===== config.mk =====
export PLATFORM = sky130hd
export DESIGN_NAME = cla_adder_pipe
export DESIGN_NICKNAME = d
export VERILOG_FILES = /design/src/rtl/cla_adder_pipe.sv
export SDC_FILE = /design/constraint.sdc
export NUM_CORES = 1
export LEC_CHECK = 0
export BUFFER_PORTS_ARGS = -buffer_cell sky130_fd_sc_hd__buf_4
export CELL_PAD_IN_SITES_DETAIL_PLACEMENT = 0
export CELL_PAD_IN_SITES_GLOBAL_PLACEMENT = 1
export CORE_MARGIN = 2
export CORE_UTILIZATION = 49
export CTS_CLUSTER_SIZE = 10
export DETAILED_ROUTE_END_ITERATION = 10
export PLACE_DENSITY_LB_ADDON = 0.08
export SYNTH_ARGS = -nofsm -noshare
export SYNTH_HDL_FRONTEND = slang
export SYNTH_SLANG_ARGS = --single-unit

===== constraint.sdc =====
create_clock -name clk -period 2.7 [get_ports clk]
set_input_delay 0.27 -clock clk [delete_from_list [all_inputs] [get_ports clk]]
set_output_delay 0.27 -clock clk [all_outputs]
set_load 0.02 [all_outputs]

===== src/rtl/cla_adder_pipe.sv =====
// Pipelined carry-lookahead add/sub: operands are registered, then GPS 4-bit groups per stage, carry registered between stages.
// Latency LAT=NG/GPS cycles after acceptance; one global advance, so a stalled output freezes every stage and drops in_ready.
module cla_adder_pipe #(
  parameter int WIDTH = 16,
  parameter int GPS   = 1
) (
  input  logic             clk,
  input  logic             rst_n,
  input  logic             in_valid,
  output logic             in_ready,
  input  logic [WIDTH-1:0] a,
  input  logic [WIDTH-1:0] b,
  input  logic             ci,
  input  logic             sub,
  output logic             out_valid,
  input  logic             out_ready,
  output logic [WIDTH-1:0] s,
  output logic             co,
  output logic             ovf,
  output logic             zero
);

  localparam int NG  = WIDTH / 4;
  localparam int LAT = NG / GPS;

  // Level 0 holds the raw operands; level k+1 holds the result of stage k.
  logic [LAT:0]       v_q, v_d;
  logic [LAT:0]       c_q, c_d;
  logic [WIDTH-1:0]   s_q [LAT+1];
  logic [WIDTH-1:0]   s_d [LAT+1];
  logic [WIDTH-1:0]   a_q [LAT];
  logic [WIDTH-1:0]   a_d [LAT];
  logic [WIDTH-1:0]   b_q [LAT];
  logic [WIDTH-1:0]   b_d [LAT];
  logic               ovf_q, ovf_d;
  logic               zero_q, zero_d;
  logic               adv;
  logic               carry;
  logic               c_msb;
  logic [5:0]         grp;
  int                 base;

  // Returns {carry out, carry into bit 3, sum[3:0]} of one lookahead group.
  function automatic logic [5:0] cla4(input logic [3:0] x, input logic [3:0] y, input logic cin);
    logic [3:0] g, p, c;
    g = x & y;
    p = x ^ y;
    c[0] = g[0] | (p[0] & cin);
    c[1] = g[1] | (p[1] & g[0]) | (p[1] & p[0] & cin);
    c[2] = g[2] | (p[2] & g[1]) | (p[2] & p[1] & g[0]) | (p[2] & p[1] & p[0] & cin);
    c[3] = g[3] | (p[3] & g[2]) | (p[3] & p[2] & g[1]) | (p[3] & p[2] & p[1] & g[0])
         | (p[3] & p[2] & p[1] & p[0] & cin);
    return {c[3], c[2], p ^ {c[2:0], cin}};
  endfunction

  always_comb begin
    adv   = !v_q[LAT] | out_ready;
    v_d   = {v_q[LAT-1:0], in_valid};
    c_d   = '0;
    carry = 1'b0;
    c_msb = 1'b0;
    grp   = '0;
    base  = 0;
    for (int k = 0; k <= LAT; k++) s_d[k] = '0;
    for (int k = 0; k < LAT; k++) begin
      a_d[k] = '0;
      b_d[k] = '0;
    end
    // Subtraction becomes A + ~B + 1 at the input; sub needs no further storage.
    a_d[0] = a;
    b_d[0] = b ^ {WIDTH{sub}};
    c_d[0] = sub | ci;
    for (int k = 0; k < LAT; k++) begin
      s_d[k+1] = s_q[k];
      carry    = c_q[k];
      if (k < LAT - 1) begin
        a_d[k+1] = a_q[k];
        b_d[k+1] = b_q[k];
      end
      for (int j = 0; j < GPS; j++) begin
        base = (k * GPS + j) * 4;
        grp  = cla4(a_q[k][base +: 4], b_q[k][base +: 4], carry);
        s_d[k+1][base +: 4] = grp[3:0];
        c_msb = grp[4];
        carry = grp[5];
      end
      c_d[k+1] = carry;
    end
    ovf_d  = c_msb ^ carry;
    zero_d = (s_d[LAT] == '0);
  end

  always_ff @(posedge clk) begin
    if (!rst_n) begin
      v_q    <= '0;
      c_q    <= '0;
      ovf_q  <= 1'b0;
      zero_q <= 1'b0;
      for (int k = 0; k <= LAT; k++) s_q[k] <= '0;
    end else if (adv) begin
      v_q    <= v_d;
      c_q    <= c_d;
      ovf_q  <= ovf_d;
      zero_q <= zero_d;
      for (int k = 0; k <= LAT; k++) s_q[k] <= s_d[k];
    end
  end

  // Operand slices carry no control meaning, so they skip reset.
  always_ff @(posedge clk) begin
    if (adv) begin
      for (int k = 0; k < LAT; k++) begin
        a_q[k] <= a_d[k];
        b_q[k] <= b_d[k];
      end
    end
  end

  assign in_ready  = adv | !rst_n;
  assign out_valid = v_q[LAT];
  assign s         = s_q[LAT];
  assign co        = c_q[LAT];
  assign ovf       = ovf_q;
  assign zero      = zero_q;

endmodule

After elaboration in Yosys (flattened, before gate mapping)
Memories as Yosys holds them, arrays and structs flattened.
Cells that the tools add are included.
{"block": "word_totals", "ff_bits": 12, "ram_bits": 208, "inputBits": 38, "out_inout_bits": 21, "elab_cells": 146, "n_memories": 3}
{"name": "s_q", "words": 5, "width": 16, "read_ports": 5, "rd_ports_with_merged_regs": 0, "write_ports": 5, "line_no": "29", "text": "logic [WIDTH-1:0] s_q [LAT+1];"}
{"name": "a_q", "words": 4, "width": 16, "read_ports": 4, "rd_ports_with_merged_regs": 0, "write_ports": 4, "line_no": "31", "text": "logic [WIDTH-1:0] a_q [LAT];"}
{"name": "b_q", "words": 4, "width": 16, "read_ports": 4, "rd_ports_with_merged_regs": 0, "write_ports": 4, "line_no": "33", "text": "logic [WIDTH-1:0] b_q [LAT];"}
{"block": "op_classes", "muxes": 10, "n_bitwise": 126, "reduce_logical": 3}
{"cell": "two-way mux 16 bit", "n": 5}
{"cell": "bitwise AND 1 bit", "n": 64}
{"cell": "bitwise OR 1 bit", "n": 48}
{"cell": "XOR 4 bit", "n": 8}
{"cell": "bitwise AND 4 bit", "n": 4}
{"cell": "logical NOT 16 bit", "n": 1}
{"cell": "XOR 16 bit", "n": 1}
{"cell": "two-way mux 1 bit", "n": 5}
{"cell": "logical NOT 1 bit", "n": 2}
{"cell": "XOR 1 bit", "n": 1}

Depth between registers and ports, before layout
Gate-level depths: netlist of run 1.
An unclocked memory read counts as a cell.
{"block": "logic_depth", "depth_word": 8, "depth_mapped": 6, "mapped_depth_nobuf": 6}

Worst setup path before layout of run 1
Ideal clock, no wire load.
{"block": "synth_timing", "kind": "register to register", "startpoint": "register v_q[4]", "endpoint": "memory s_q[1][0] (netlist: s_q[0][16]) (enable)", "setup_time_ns": 0.575, "t_arrival_ns": 1.642, "required_ns": 2.125, "path_slack_ns": 0.484, "stages_incl_launch_ff": 4, "n_path_buf": 1, "synth_period_minus_slack_ns": 2.216, "path_cell_list": "dfxtp_1 -> nor2b_4 -> buf_2 -> nand2_1"}
{"item": "start: declaration", "line_no": "27", "text": "logic [LAT:0] v_q, v_d;"}
{"item": "start signal: assignment", "line_no": "101", "text": "v_q <= v_d;"}
{"item": "end: declaration", "line_no": "29"}

Worst setup path after layout of run 1
{"block": "layout_timing", "startpoint": "register v_q[4]", "endpoint": "output in_ready"}
{"block": "layout_via", "elab_chain_cells": 3}
{"item": "logical NOT 1 bit", "line_no": "57", "text": "adv = !v_q[LAT] | out_ready;"}
{"item": "bitwise OR 1 bit", "line_no": "57"}
{"item": "bitwise OR 1 bit", "line_no": "119", "text": "assign in_ready = adv | !rst_n;"}
{"item": "end: declaration", "line_no": "10", "text": "output logic in_ready,"}
Every way passes these cells.

==> results.md, run 1 <==
- Synthesized instance count: 301
- Avg Cell Area, Syn: 16.7 um2
- RSZ-0062 raised after global routing: false
- Number of global-route vias before repair: 2553
- Final hold violation count: 0
- Htree depth: 4
- Post-route antenna net violation count: 0
- Crit path from: v_q[4]
- Post-synth EDFFs: 120
- Max_cap viols: 0
- Worst r2r src: v_q[4]
- Reg2reg path depth: 5
- Share of cells above drive strength 1: 0.242
- Req. time, crit path: 2.43 ns
- RD Place Congestion: 0.685
- Yosys warns: 0
- Syn Nets: 359
- Number of detailed-route iterations in the first pass: 4
- Layout area overhead: 26.9%
- Largest net degree at the start of global routing: 48
- Register area share after synthesis: 0.764
- Clock latency on the worst-skew pair: 0.50 ns
- Clk slew on worst S/H paths: 0.06 ns
- CTS Sinks: 132
- Leakage dissipation: 2.67 nW
- Vias per Instance: 4.88
- Critical Path Sink Type: primary output
- Vias: 2588
- # diodes: 0
- Stages on worst setup path: 3
- Post-CTS Resized: 0
- CTS tree: done
- Worst path max stage delay: 0.39 ns
- Ys async rst share: 0
- Worst path buffer plus inverter count: 1
- Synth Cell Area: 5030 um2
- I/O pin count: 59
- Total congestion overflow: 0
- Critical path type: reg2out
- Final non-filler cell total: 530
- Routed WL: 7320 um
- Hold WC Path Type: in2reg
- CP max stage cell: nor2b_4
- Hold WS: 0.0596 ns
- Placed Cells: 483
- Antenna violations before repair: 0
- Initial Util: 0.510
- Worst setup path endpoint: in_ready
- CTS max path bufs: 2
- Max Clk Rate: 0.507 GHz
- Root Driver: clkbuf_8
- Distinct cells, synth: 33
- Critical Path Fanout Max: 15
- Overall Global Routing Usage: 0.143
- Worst r2r dst: zero
- Layout fillers: 698
- CTS buffer count: 17
- Setup TNS: 0 ns
- Worst vdd ir: 0.000458 V
- Yosys reg bits: 132
- Layout Nets: 443
- Slew HR: 0.642
- Drt initial violations: 103
- Status: completed
- Prevailing post-synth register cell: edfxtp_1
- IO buf count: 58
- Crit path cell chain: nor2b_4, nand2_1, buf_4
- Clk_skew: 0.00780 ns
- Full die area: 11100 um2
- Core area: 9860 um2
- Worst Path Arrival: 1.70 ns
- Die Y: 105 um
- Die width: 105 um
- Pwr dens: 830 nW/um2
- Final setup violation count: 0
- Pins Over Slew Limit: 0
- Startpoint types: flip-flop
- First-pass GRT wire length: 12100 um
- Row count: 36
- Tcrit/Tclk final: 0.731
- Hpwl dp: 4310 um
- Worst slew pin tran: 0.536 ns
- DR DRC count: 0
- R2r setup slk: 0.74 ns
- Routed len/inst: 13.8 um
- Worst path top cell family by delay: simple AND/OR/NAND/NOR gates
- Final Critical Period: 1.97 ns
-- worst min-delay path by stage --
stage | from | end | cells after the start
detailed placement | a_q[0][10] | a_q[1][10] | 0
finish | b[3] | b_q[0][3] | 2
floorplan | a[0] | a_q[0][0] | 0
global placement | a_q[0][5] | a_q[1][5] | 0
CTS | b[5] | b_q[0][5] | 2
global route | b[3] | b_q[0][3] | 2
-- cell usage in the layout, fill, tap and decap left out, types with 2 or more instances in the layout --
cell / synthesis / final
a21o_1: 3 / 3
clkbuf_16: 0 / 16
xor2_1: 21 / 21
fa_1: 4 / 4
nand2_1: 19 / 19
and3_1: 28 / 28
a211oi_1: 3 / 3
xnor2_1: 4 / 4
o21a_1: 3 / 3
o21ai_0: 2 / 2
nor2_1: 18 / 18
clkinvlp_4: 0 / 3
clkinv_4: 0 / 2
dfxtp_1: 12 / 12
inv_1: 3 / 3
dlygate4sd3_1: 0 / 16
clkbuf_8: 0 / 3
o31a_1: 2 / 2
nor3_1: 2 / 2
edfxtp_1: 120 / 120
buf_4: 0 / 61
nand2b_1: 4 / 4
a21oi_1: 5 / 5
a21boi_0: 4 / 4
bufinv_16: 0 / 4
ha_1: 16 / 16
nor4b_1: 2 / 2
o21ai_1: 4 / 4
clkinv_2: 0 / 2
-- Yosys cell counts, types with 3 or more instances --
library cell	count	area [um2]
a21boi_0	4	30.0
and3_1	28	175
fa_1	4	80.1
dfxtp_1	12	240
a21o_1	3	22.5
a21oi_1	5	25.0
inv_1	3	11.3
buf_2	7	35.0
clkbuf_1	5	18.8
o21ai_1	4	20.0
nand2b_1	4	25.0
nor2_1	18	67.6
edfxtp_1	120	3600
nand2_1	19	71.3
xor2_1	21	184
xnor2_1	4	35.0
ha_1	16	200
o21a_1	3	22.5
a211oi_1	3	22.5
-- power by group --
group          switching [mW]  total (mW)  internal, mW
sequential             0.0646        2.51          2.44
clock                   0.814        2.36          1.54
combinational           0.215       0.433         0.218
total                    1.09        5.30          4.21
-- layer usage --
| layer | wire length (um) | vias up | share of wire | global-route usage |
|---|---|---|---|---|
| met3 | 324 | 11 | 0.044 | 0.0402 |
| li1 | - | 1292 | - | - |
| met2 | 3650 | 67 | 0.50 | 0.229 |
| met5 | 0 | - | 0 | 0 |
| met1 | 3240 | 1218 | 0.44 | 0.179 |
| met4 | 109 | 0 | 0.015 | 0.0752 |
-- stage by stage --
stage               total power [mW]  worst slack (ns)   util  cell area [um2]
floorplan                       2.80             0.484      -             5030
detailed placement              2.97             0.656  0.568             5610
global route                    5.51             0.547  0.647             6390
CTS                             5.35             0.667  0.647             6390
finish                          5.30             0.726  0.647             6390
global placement                2.95             0.730  0.568             5610
-- flip-flops by register name (all words and copies together), names as in the netlist --
signal,count
a_q,40
zero,1
c_q,5
ovf,1
s_q,40
b_q,40
v_q,5
-- final cells by class --
| cell class | instances | area [um2] | area share |
|---|---|---|---|
| Multi-Input combinational cell | 153 | 1120 | 0.175 |
| Inverter | 4 | 17.5 | 0.00274 |
| Timing Repair Buffer | 77 | 618 | 0.0968 |
| Sequential cell | 132 | 3840 | 0.602 |
| Clock inverter | 12 | 179 | 0.0280 |
| Clock buffer | 19 | 442 | 0.0692 |
| Tap cell | 133 | 166 | 0.0261 |
-- what timing repair did --
item / CTS / global route
setup buffers: 0 / 0
hold buffers: 16 / 0
endpoints found under the hold margin: 16 / 0
-- kinds of logic after synthesis --
kind of cell	Yosys count	synth area share
XOR/XNOR	25	0.0435
flip-flops	132	0.764
AND/OR/NAND/NOR	77	0.0796
buffers and inverters	16	0.0137
adder cells (fa/ha/maj)	20	0.0557
AO/OA/AOI/OAI	31	0.0438
No activity file was read; power rests on OpenSTA's default activity.
==> run 2: changes to the inputs <==
--- a/config.mk
+++ b/config.mk
@@ -5,11 +5,12 @@
 export SDC_FILE = /design/constraint.sdc
 export NUM_CORES = 1
 export LEC_CHECK = 0
+export ABC_AREA = 1
 export BUFFER_PORTS_ARGS = -buffer_cell sky130_fd_sc_hd__buf_4
 export CELL_PAD_IN_SITES_DETAIL_PLACEMENT = 0
 export CELL_PAD_IN_SITES_GLOBAL_PLACEMENT = 1
 export CORE_MARGIN = 2
-export CORE_UTILIZATION = 49
+export CORE_UTILIZATION = 47
 export CTS_CLUSTER_SIZE = 10
 export DETAILED_ROUTE_END_ITERATION = 10
 export PLACE_DENSITY_LB_ADDON = 0.08
==> constraint.sdc (replaced) <==
create_clock -name clk -period 1.95 [get_ports clk]
set_input_delay 0.195 -clock clk [delete_from_list [all_inputs] [get_ports clk]]
set_output_delay 0.195 -clock clk [all_outputs]
set_load 0.02 [all_outputs]
==> run 2 against run 1 <==
Net effect:
- routed wire length up 5.8%
- synthesized area rose by 5.0%
- design area increased by 7.6%
- worst setup slack got worse by 0.54 ns
- via count grew 16%
- critical endpoint unchanged
- largest power group unchanged
==> results.md, run 2 <==
- Post-DP Area: 5890 um2 (+5.1%)
- Synth Cell Area: 5280 um2 (+5.0%)
- Status: completed
- Worst path buffer plus inverter count: 2 (+1)
- Syn Nets: 454 (+26%)
- Routed WL: 7740 um (+5.8%)
- Crit path cell chain: nand2_8, nor2_4, inv_6, buf_4
- Routed len/inst: 11.8 um (-15%)
- CTS max path bufs: 2 (unchanged)
- Synth top cells by count: 120 x edfxtp_1, 55 x inv_1, 49 x nand2_1
- CP max stage cell: dfxtp_1
- Total congestion overflow: 0 (unchanged)
- Slew HR: 0.688 (+0.0465)
- Critical Path Sink Type: primary output
- CTS buffer count: 17 (unchanged)
- Synth area leaders: edfxtp_1 68%, dfxtp_1 4.5%, inv_1 3.9%
- Crit path from: v_q[4]
- Yosys top cell area share: 0.682 (-0.0341)
- Setup ws final: 0.188 ns (-0.539 ns)
- Worst r2r src: c_q[3]
- # diodes: 0 (unchanged)
- Die Y: 110 um (+4.5%)
- Hpwl dp: 4840 um (+12%)
- Ys async rst share: 0 (unchanged)
- Clk_skew: 0.00711 ns (-0.000683 ns)
- RD Place Congestion: 0.788 (+15%)
- Number of global-route vias before repair: 2908 (+14%)
- Worst path top cell family by delay: buffers and inverters
- Full die area: 12100 um2 (+9.1%)
- Startpoint types: flip-flop
- Worst Path Arrival: 1.57 ns (-0.13 ns)
- Clock latency on the worst-skew pair: 0.51 ns (about the same)
- Initial Util: 0.485 (-0.0249)
- Layout Nets: 563 (+27%)
- IO buf count: 58 (unchanged)
- Count leader, synth: edfxtp_1
- Core area: 10900 um2 (+10%)
- Final setup violation count: 0 (unchanged)
- Prevailing post-synth register cell: edfxtp_1
- Req. time, crit path: 1.75 ns (-0.68 ns)
- Root Driver: clkbuf_8
- Die width: 110 um (+4.5%)
- Max Clk Rate: 0.567 GHz
- Fin area: 6870 um2 (+7.6%)
- Leakage dissipation: 2.92 nW (+9.3%)
- Avg Cell Area, Syn: 13.3 um2 (-20%)
- Buffer count from post-CTS setup fixing: 0 (unchanged)
- Drt initial violations: 157 (+52%)
- Vias: 3011 (+16%)
- Hold WC Path Type: in2reg
- Post-route antenna net violation count: 0 (unchanged)
- First-pass GRT wire length: 13200 um (+9.0%)
- Final Critical Period: 1.76 ns
- Synthesized instance count: 396 (+32%)
- Routing usage on met1: 0.187 (+0.00860)
- Distinct cells, synth: 25 (-24%)
- Met2 usage: 0.230 (+0.00193)
- Tot Pwr: 7.58 mW (+43%)
- Final hold violation count: 0 (unchanged)
- DP Worst Slack: 0.297 ns (-0.360 ns)
- Setup TNS: 0 ns (unchanged)
- Htree depth: 4 (unchanged)
- Tcrit/Tclk final: 0.904
- Number of detailed-route iterations in the first pass: 4 (unchanged)
- Yosys reg bits: 132 (unchanged)
- Worst path max stage delay: 0.36 ns (-0.03 ns)
- Post-synth EDFFs: 120 (unchanged)
- Pins Over Slew Limit: 0 (unchanged)
- RSZ-0062 raised after global routing: false
- Share of cells above drive strength 1: 0.193 (-0.0488)
- DR DRC count: 0 (unchanged)
- Register area share after synthesis: 0.727 (-0.0364)
- Row count: 38 (+5.6%)
- Hold path startpoint: out_ready
- Worst vdd ir: 0.000520 V (+13%)
- Largest net degree at the start of global routing: 78 (+63%)
- Most frequent cells in the layout: 120 x edfxtp_1, 61 x buf_4, 55 x inv_1, 49 x nand2_1, 48 x nor2_1
- Critical Path Fanout Max: 46 (+31)
- I/O pin count: 59 (unchanged)
- Critical path type: reg2out
- Vias per Instance: 4.58 (-6.3%)
- CTS Sinks: 132 (unchanged)
- Worst slew pin tran: 0.467 ns (-0.0690 ns)
- Yosys warns: 0 (unchanged)
- Pwr dens: 1100 nW/um2 (+33%)
- Layout area overhead: 30.1%
- Commonest non-fill, non-tap cell in the layout: edfxtp_1
- Max_cap viols: 0 (unchanged)
- Antenna violations before repair: 0 (unchanged)
- Busiest layer in global routing: met2
- CTS tree: done
- Global Route met3 Usage: 0.0558 (+0.0157)
- Clk slew on worst S/H paths: 0.06 ns (about the same)
- Post-synth top area cell: edfxtp_1
- Top Registers: a_q x40, b_q x40, s_q x40
- Overall Global Routing Usage: 0.149 (+0.00530)
run 2: worst min-delay path, cell delays in order:
cell	delay [ns]
buf_4	0.07
inv_1	0.07
nand2_8	0.11
run 2: what timing repair did:
item / 4_1_cts / 5_1_grt
pin swaps: 0 / 0
cloned: 0 / 0
hold endpoints to repair: 35 / 0
resized for setup: 1 / 1
endpoints found under the setup margin: 1 / 1
hold buffers: 35 / 0
run 2: path summary, 6_finish.rpt:
path	depth (start not counted)	endpoint	slack [ns]
max	4	in_ready	0.19
min	3	a_q[1][8]	0.07
max reg2reg	8	zero	0.38
min reg2reg	0	b_q[2][9]	0.42
run 2: area by class of cell:
cell class	instances	area, um2
clock buffers	18	418
clock inverters	14	208
fillers	820	4010
inverters	57	219
multi-input cells	200	1180
flip-flops and latches	132	3840
well taps	140	175
repair buffers	97	828
run 2: metal layers:
metal | wire, um | vias up | share of wire
met5 | 0 | - | 0
li1 | - | 1569 | -
met2 | 3640 | 64 | 0.47
met3 | 384 | 9 | 0.050
met1 | 3610 | 1369 | 0.47
met4 | 103 | 0 | 0.013
run 2: where the power goes:
part	switching, mW	internal [mW]
sequential	0.0986	3.39
combinational	0.416	0.359
clock	1.13	2.20
total	1.64	5.94
run 2: cells by family after synthesis:
group                      Yosys count  synth area share
xor gates and xnor gates            19            0.0315
adders and majority gates           20            0.0530
and+or+nand+nor                    129             0.105
AOI/OAI and AO/OA                   32            0.0324
buffers and inverters               64            0.0504
DFF                                132             0.727
run 2: stage by stage:
| stage | utilization | hold slack [ns] | std cells |
|---|---|---|---|
| 6_report | 0.631 | 0.0681 | 658 |
| 5_1_grt | 0.631 | 0.0542 | 658 |
| 3_5_place_dp | 0.541 | 0.374 | 591 |
| 4_1_cts | 0.631 | 0.0540 | 658 |
| 2_1_floorplan | - | 0.294 | 396 |
| 3_3_place_gp | 0.541 | 0.373 | 591 |
==> run 3: changes to the inputs <==
--- a/config.mk
+++ b/config.mk
@@ -13,7 +13,9 @@
 export CORE_UTILIZATION = 47
 export CTS_CLUSTER_SIZE = 10
 export DETAILED_ROUTE_END_ITERATION = 10
+export GPL_ROUTABILITY_DRIVEN = 0
 export PLACE_DENSITY_LB_ADDON = 0.08
+export RECOVER_POWER = 50
 export SYNTH_ARGS = -nofsm -noshare
 export SYNTH_HDL_FRONTEND = slang
 export SYNTH_SLANG_ARGS = --single-unit
==> run 3 against run 2 <==
Net effect:
- non-clock buffer count stayed put
- count of clock-buffer cells in the layout did not move
- worst setup slack better by 0.011 ns
- core utilization fell by 0.21 points
==> results.md, run 3 (same netlist as run 2, synthesis figures left out) <==
- Tcrit/Tclk final: 0.898 (-0.00544)
- Share of cells above drive strength 1: 0.187 (-0.00579)
- Final setup violation count: 0 (unchanged)
- Critical Path Fanout Max: 46 (unchanged)
- CTS tree: done
- Critical Path Sink Type: primary output
- Worst vdd ir: 0.000519 V (about the same)
- CTS max path bufs: 2 (unchanged)
- Worst Path Arrival: 1.56 ns (about the same)
- Full die area: 12100 um2 (unchanged)
- Hpwl dp: 4840 um (unchanged)
- Largest net degree at the start of global routing: 78 (unchanged)
- Routed WL: 7730 um (about the same)
- Drt initial violations: 159 (+1.3%)
- Pwr dens: 1110 nW/um2 (+0.27%)
- Sequential Power Share: 0.460 (about the same)
- Slew HR: 0.314 (-0.374)
- Number of detailed-route iterations in the first pass: 4 (unchanged)
- Clk_skew: 0.00714 ns (+0.0000290 ns)
- Top Registers: a_q x40, b_q x40, s_q x40
- CTS Sinks: 132 (unchanged)
- Tot Pwr: 7.58 mW (about the same)
- Max_cap viols: 0 (unchanged)
- Logic pwr share: 0.101 (about the same)
- Number of global-route vias before repair: 2908 (unchanged)
- Status: completed
- Net switching power: 1.64 mW (about the same)
- Switching power share of the total: 0.217 (+0.000242)
- Util after Layout: 0.629 (-0.00207)
- Core area: 10900 um2 (unchanged)
- Int Pwr: 5.94 mW (about the same)
- Row count: 38 (unchanged)
- # diodes: 0 (unchanged)
- IO buf count: 58 (unchanged)
- Overall Global Routing Usage: 0.149 (unchanged)
- Commonest non-fill, non-tap cell in the layout: edfxtp_1
- Most frequent cells in the layout: 120 x edfxtp_1, 55 x inv_1, 50 x nand2_1, 48 x nor2_1, 35 x dlygate4sd3_1
- Clk slew on worst S/H paths: 0.06 ns (about the same)
- Initial Util: 0.485 (unchanged)
- Hold WC Path Type: in2reg
- Vias per Instance: 4.58 (about the same)
- Vias: 3013 (+0.066%)
- Final Critical Period: 1.75 ns (-0.0106 ns)
- Antenna violations before repair: 0 (unchanged)
- Setup TNS: 0 ns (unchanged)
- DR DRC count: 0 (unchanged)
- Layout area overhead: 29.7%
- Final hold violation count: 0 (unchanged)
- Req. time, crit path: 1.75 ns (about the same)
- Worst slew pin tran: 1.03 ns (+0.562 ns)
- Total congestion overflow: 0 (unchanged)
- Post-route antenna net violation count: 0 (unchanged)
- Htree depth: 4 (unchanged)
- Layout Nets: 563 (unchanged)
- Clk pwr share: 0.439 (about the same)
- RSZ-0062 raised after global routing: false
- Leakage dissipation: 2.90 nW (-0.68%)
- CTS buffer count: 17 (unchanged)
- Max Clk Rate: 0.571 GHz (+0.61%)
- Startpoint types: flip-flop
- Die Y: 110 um (unchanged)
- First-pass GRT wire length: 13200 um (unchanged)
- Buffer count from post-CTS setup fixing: 0 (unchanged)
- I/O pin count: 59 (unchanged)
- Root Driver: clkbuf_8
- Critical path type: reg2out
- Pins Over Slew Limit: 0 (unchanged)
- Routed len/inst: 11.7 um (about the same)
- Clock latency on the worst-skew pair: 0.51 ns (about the same)
- Die width: 110 um (unchanged)
run 3: cell count changes in the layout (fill, tap and decap cells not counted), sizes merged:
cell | before | now
clkbuf | 18 | 52
buf | 62 | 28
run 3: final cells by class:
| type | count | area, um2 |
|---|---|---|
| Fill cell | 822 | 4040 |
| Sequential cell | 132 | 3840 |
| Multi-Input combinational cell | 200 | 1180 |
| Timing Repair Buffer | 97 | 808 |
| Clock buffer | 18 | 418 |
| Inverter | 57 | 219 |
| Clock inverter | 14 | 208 |
| Tap cell | 140 | 175 |
run 3: per-stage QoR:
step,setup slack [ns],hold slack (ns),cell area (um2),instances
finish,0.198,0.0540,6850,658
global route,0.102,0.0396,6850,658
CTS,0.0372,0.0540,6870,658
detailed placement,0.297,0.374,5890,591
global placement,0.316,0.373,5890,591
floorplan,0.0835,0.294,5290,396
run 3: repair_timing:
action,CTS,global route
gates cloned,0,0
resized for setup,1,1
hold endpoints to repair,35,0
hold buffers,35,0
setup endpoints to repair,1,1
pin swaps,0,0
run 3: worst max-delay path: stages, from the launching register on:
cell and delay, ns:
dfxtp_1 0.36, nand2_8 0.12, nor2_4 0.05, inv_6 0.29
buf_4 0.22
run 3: routing by layer:
layer  GRT usage  up-vias  share of wire
li1            -     1570              -
met1       0.187     1368           0.47
met2       0.230       66           0.47
met3      0.0558        9          0.052
met4      0.0651        0          0.013
met5           0        -              0
run 3: power groups by stage:
stage	clock (mW)	sequential (mW)	combinational (mW)
2_1_floorplan	0	3.57	0.456
3_3_place_gp	0	3.54	0.712
3_5_place_dp	0	3.55	0.717
4_1_cts	3.39	3.49	0.778
5_1_grt	3.53	3.52	0.886
6_report	3.33	3.49	0.768
run 3: path summary, 6_finish.rpt:
kind | start | endpoint | slack [ns] | cells past startpoint
worst max-delay path | v_q[4] | in_ready | 0.20 | 4
worst min-delay path | out_ready | a_q[1][8] | 0.05 | 3
worst max register to register | v_q[4] | a_q[2][9] | 0.23 | 2
worst min register to register | b_q[1][9] | b_q[2][9] | 0.42 | 0
